**config.mk**
```make
export PLATFORM = sky130hd
export DESIGN_NAME = pulse_period_meter
export DESIGN_NICKNAME = d
export VERILOG_FILES = /design/src/rtl/pulse_period_meter.sv
export SDC_FILE = /design/constraint.sdc
export NUM_CORES = 1
export LEC_CHECK = 0
export BUFFER_PORTS_ARGS = -buffer_cell sky130_fd_sc_hd__buf_4
export CAP_MARGIN = 20
export CORE_MARGIN = 4
export CORE_UTILIZATION = 59
export DETAILED_ROUTE_END_ITERATION = 12
export PLACE_DENSITY = 0.81
export SLEW_MARGIN = 20
export SYNTH_ARGS = -nofsm -noshare
export SYNTH_HDL_FRONTEND = slang
export SYNTH_SLANG_ARGS = --single-unit
export TNS_END_PERCENT = 10
```
**constraint.sdc**
```tcl
create_clock -name clk_in -period 4.2 [get_ports clk_in]
set_clock_uncertainty 0.1 [all_clocks]
set_input_delay 0.21 -clock clk_in [delete_from_list [all_inputs] [get_ports clk_in]]
set_output_delay 0.21 -clock clk_in [all_outputs]
set_load 0.02 [all_outputs]
```
**src/rtl/pulse_period_meter.sv**
```systemverilog
// Measures clk_in cycles between rising edges of an async pulse train; flags stalls.
// Latency: pin rise before edge k -> period_valid after edge k+SYNC_STAGES; no backpressure, strobe is single-cycle.
module pulse_period_meter #(
    parameter int CNT_W       = 8,
    parameter int TIMEOUT     = 200,
    parameter int SYNC_STAGES = 2
) (
    input  logic             clk_in,
    input  logic             rst_n,
    input  logic             sig_in,
    input  logic             enable,
    output logic [CNT_W-1:0] period_out,
    output logic             period_valid,
    output logic             stalled,
    output logic             busy
);

    typedef enum logic [1:0] {
        IDLE = 2'd0,
        ARM  = 2'd1,
        MEAS = 2'd2
    } state_t;

    localparam logic [CNT_W-1:0] TIMEOUT_C = CNT_W'(TIMEOUT);
    localparam logic [CNT_W-1:0] ONE_C     = CNT_W'(1);

    logic [SYNC_STAGES-1:0] sync_q;
    logic                   prev_q;
    logic                   s_q;
    logic                   rise;

    state_t                 state_q;
    logic [CNT_W-1:0]       cnt_q;
    logic [CNT_W-1:0]       period_q;
    logic                   valid_q;
    logic                   stalled_q;
    logic                   busy_q;

    assign s_q  = sync_q[SYNC_STAGES-1];
    assign rise = s_q & ~prev_q;

    // Edge detector runs independently of enable so re-enabling on a high input sees no edge.
    always_ff @(posedge clk_in or negedge rst_n) begin
        if (!rst_n) begin
            sync_q <= '0;
            prev_q <= 1'b0;
        end else begin
            sync_q <= {sync_q[SYNC_STAGES-2:0], sig_in};
            prev_q <= s_q;
        end
    end

    always_ff @(posedge clk_in or negedge rst_n) begin
        if (!rst_n) begin
            state_q   <= IDLE;
            cnt_q     <= '0;
            period_q  <= '0;
            valid_q   <= 1'b0;
            stalled_q <= 1'b0;
            busy_q    <= 1'b0;
        end else begin
            valid_q <= 1'b0;
            if (!enable) begin
                state_q   <= IDLE;
                cnt_q     <= '0;
                stalled_q <= 1'b0;
                busy_q    <= 1'b0;
            end else begin
                case (state_q)
                    IDLE: begin
                        state_q <= ARM;
                        cnt_q   <= '0;
                        busy_q  <= 1'b0;
                    end
                    ARM: begin
                        if (rise) begin
                            state_q <= MEAS;
                            cnt_q   <= ONE_C;
                            busy_q  <= 1'b1;
                        end
                    end
                    MEAS: begin
                        // A rise landing on the timeout cycle is still a valid period.
                        if (rise) begin
                            period_q  <= cnt_q;
                            valid_q   <= 1'b1;
                            stalled_q <= 1'b0;
                            cnt_q     <= ONE_C;
                        end else if (cnt_q == TIMEOUT_C) begin
                            stalled_q <= 1'b1;
                            cnt_q     <= '0;
                            state_q   <= ARM;
                            busy_q    <= 1'b0;
                        end else begin
                            cnt_q <= cnt_q + ONE_C;
                        end
                    end
                    default: begin
                        state_q <= IDLE;
                        cnt_q   <= '0;
                        busy_q  <= 1'b0;
                    end
                endcase
            end
        end
    end

    assign period_out   = period_q;
    assign period_valid = valid_q;
    assign stalled      = stalled_q;
    assign busy         = busy_q;

endmodule

```
==> summary.md <==
| Metric | Value |
|---|---|
| Run status | `complete, no violations` |
| Die H | `52.24 um` |
| Critical path type | `reg2reg` |
| Setup Buffers After CTS | `0` |
| Main synth FF type | `dfrtp_1` |
| Final #Nets | `136` |
| Int Power | `0.3025 mW` |
| Initial DRC Count | `20` |
| Seq cells post-synth | `23` |
| TritonCTS clock tree | `done` |
| Antenna-violating nets left | `0` |
| Syn nets | `119` |
| Io pins | `15` |
| Worst Hold Slack | `0.08536 ns` |
| CP Capture Type | `flop` |
| Max transition margin | `38.16%` |
| Post-route non-filler standard cell count | `150` |
| Die area | `2729 um^2` |
| Largest net degree at the start of global routing | `24` |
| Clk pin slew, worst setup/hold paths | `0.11 ns` |
| Final Max Slew Viols | `0` |
| Leak | `0.6064 nW` |
| Clk_lat worst skew | `0.30 ns` |
| P per Cell Area | `329.7 nW/um^2` |
| Ant diodes | `0` |
| Sequential power share | `56.7%` |
| RSZ-0062 raised after global routing | `false` |
| Row cnt | `15` |
| Syn_area_per_cell | `10.60 um^2` |
| Number of remaining DRC errors | `0` |
| Initial antenna violation count | `0` |
| Mapped cell area | `1155 um^2` |
| Worst hold path type | `in2reg` |
| Worst slew pin tran | `0.9257 ns` |
| Max_cap viols | `0` |
| DRT Pass-1 Iters | `5` |
| Period Utilization, post-route | `53.39%` |
| GPL Wtd Cong | `0.8161` |
| Total grt overflow | `0` |
| Core footprint | `1783 um^2` |
| Avg Vias per Cell | `5.767` |
| Post-synth ARST share | `100.0%` |
| Worst Path Required | `4.30 ns` |
| Clock buffer depth | `2` |
| WL final | `2123 um` |
| Final Instance Area | `1296 um^2` |
| Highest Clock Rate | `445.9 MHz` |
| Routed vias | `865` |
| IO buf count | `14` |
| Maximum VDD drop | `238.1 uV` |
| Most frequent cells after synthesis | `dfrtp_1, nand2_1, nor2_1, inv_1, o21ai_0` |
| Synth area leader | `dfrtp_1` |
| Total CTS buffers | `3` |
| Post-synth top area share | `49.84%` |
| Top cells by area, synth | `dfrtp_1, ha_1, mux2_2, nand2_1, o21ai_0` |
| Sw Share | `29.21%` |
| Most frequent cell after synthesis | `dfrtp_1` |
| Vias in the first global route | `873` |
| Initial Utilization | `64.77%` |
| CP Launch Type | `flop` |
| Hpwl dp | `1569 um` |
| Layout cells sized above 1 | `19.20%` |
| Setup Viol. Count Final | `0` |
| Htree depth | `1` |
| First-pass GRT wire length | `3788 um` |
| Cell count after synthesis | `109` |
| Syn. warnings | `0` |
| Post-route setup TNS | `0 ns` |
| Root Driver | `clkbuf_4` |
| Combinational share of power | `20.4%` |
| Unique cell type count in the Yosys netlist | `32` |
| Power Total | `0.4273 mW` |
| Post-DP Area | `1250 um^2` |
| Placed instance count | `144` |
| Switching power | `0.1248 mW` |
| Die W | `52.24 um` |
| WP data arrival | `2.34 ns` |
| Avg WL per Cell | `14.15 um` |
| Area added between synthesis and finish | `12.24%` |
| Sequential share of the synthesized area | `49.84%` |
| Hold Fails Final Rpt | `0` |
| Clock Sinks | `23` |
| Critical path peak fanout | `15` |
| Clk pwr share | `22.9%` |
| EDFF count, synth | `0` |
| Min cycle time layout | `2.243 ns` |
| Global-route usage over all layers | `18.68%` |
[critical path, cell delays in order, from the launching register on]
cell and delay [ns]:
dfrtp_1 0.37, nor2b_1 0.74, nand3_1 0.51, mux2_2 0.41
[sequential cells by signal, indices dropped and copies added, names as in the netlist]
signal / flops
prev_q: 1
period_valid: 1
cnt_q: 8
stalled: 1
busy: 1
state_q: 1
period_out: 8
sync_q: 2
[kinds of logic (layout without fill, tap and decap cells)]
logic type / after synthesis / in the layout / synth area share (%)
adders and majority gates: 6 / 6 / 6.500
DFF: 23 / 23 / 49.84
muxes: 4 / 4 / 3.900
and+or+nand+nor: 36 / 36 / 16.03
xor gates and xnor gates: 4 / 4 / 3.034
AOI/OAI and AO/OA: 24 / 24 / 14.52
buffers and inverters: 12 / 28 / 6.175
[cell usage in the layout (no fill, tap or decap)]
cell type      synthesis  layout
buf_4                  0      14
or4_1                  1       1
a221oi_1               1       1
dfrtp_1               23      23
o2111ai_1              3       3
o21a_1                 2       2
or3b_2                 1       1
o211ai_1               2       2
o21ai_0                8       8
and4bb_2               1       1
mux2_2                 4       4
nand3_1                6       6
and3_2                 1       1
dlygate4sd3_1          0       2
o311ai_0               1       1
ha_1                   6       6
clkbuf_1               0       1
nand4_1                2       2
or4b_1                 1       1
xnor2_1                1       1
a41oi_1                1       1
and4_1                 1       1
a21oi_1                2       2
o211a_1                1       1
inv_1                  8       8
nor2b_1                2       2
a31oi_1                1       1
nor2_1                 9       9
nand2_1               11      11
xor2_1                 3       3
o2111a_1               1       1
clkbuf_4               0       3
o31ai_1                1       1
[area by class of cell]
| cell class | count | area [um^2] |
|---|---|---|
| multi-input cells | 74 | 508.0 |
| well taps | 25 | 31.28 |
| fillers | 131 | 486.7 |
| clock buffers | 4 | 26.28 |
| inverters | 8 | 30.03 |
| flip-flops and latches | 23 | 575.6 |
| repair buffers | 16 | 125.1 |
[path summary, 6_finish.rpt]
| check | startpoint | to | slack, ns | cells past startpoint |
|---|---|---|---|---|
| worst max-delay path | sync_q[1] | period_out[4] | 1.96 | 3 |
| worst min-delay path | enable | stalled | 0.09 | 2 |
| worst max register to register | sync_q[1] | period_out[4] | 1.96 | 3 |
| worst min register to register | sync_q[0] | sync_q[1] | 0.28 | 0 |
| max in group asynchronous | rst_n | cnt_q[5] | 3.57 | 2 |
| min in group asynchronous | rst_n | period_out[6] | 0.21 | 2 |
[power groups by stage]
stage	clock network, mW	registers [mW]	logic [mW]
6_report	0.0979	0.242	0.0870
2_1_floorplan	0	0.245	0.0632
5_1_grt	0.113	0.244	0.0978
4_1_cts	0.102	0.242	0.0875
3_3_place_gp	0	0.247	0.0817
3_5_place_dp	0	0.247	0.0852
[through the flow]
| step | worst slack [ns] | util (%) |
|---|---|---|
| 5_1_grt | 1.802 | 72.70 |
| 4_1_cts | 1.937 | 72.70 |
| 6_report | 1.957 | 72.70 |
| 3_3_place_gp | 2.067 | 70.11 |
| 2_1_floorplan | 2.411 | - |
| 3_5_place_dp | 1.950 | 70.11 |
[timing repair]
action	CTS	global route
hold buffers	2	0
resized for setup	0	0
hold endpoints to repair	24	0
endpoints found under the setup margin	0	0
[metal layers]
metal  track usage [%]  wire length (um)
met3             4.274                82
met4             8.085                57
met1             23.76              1024
met2             30.33               958
met5                 0                 0
Note: power is estimated with default switching activity, not from simulation.
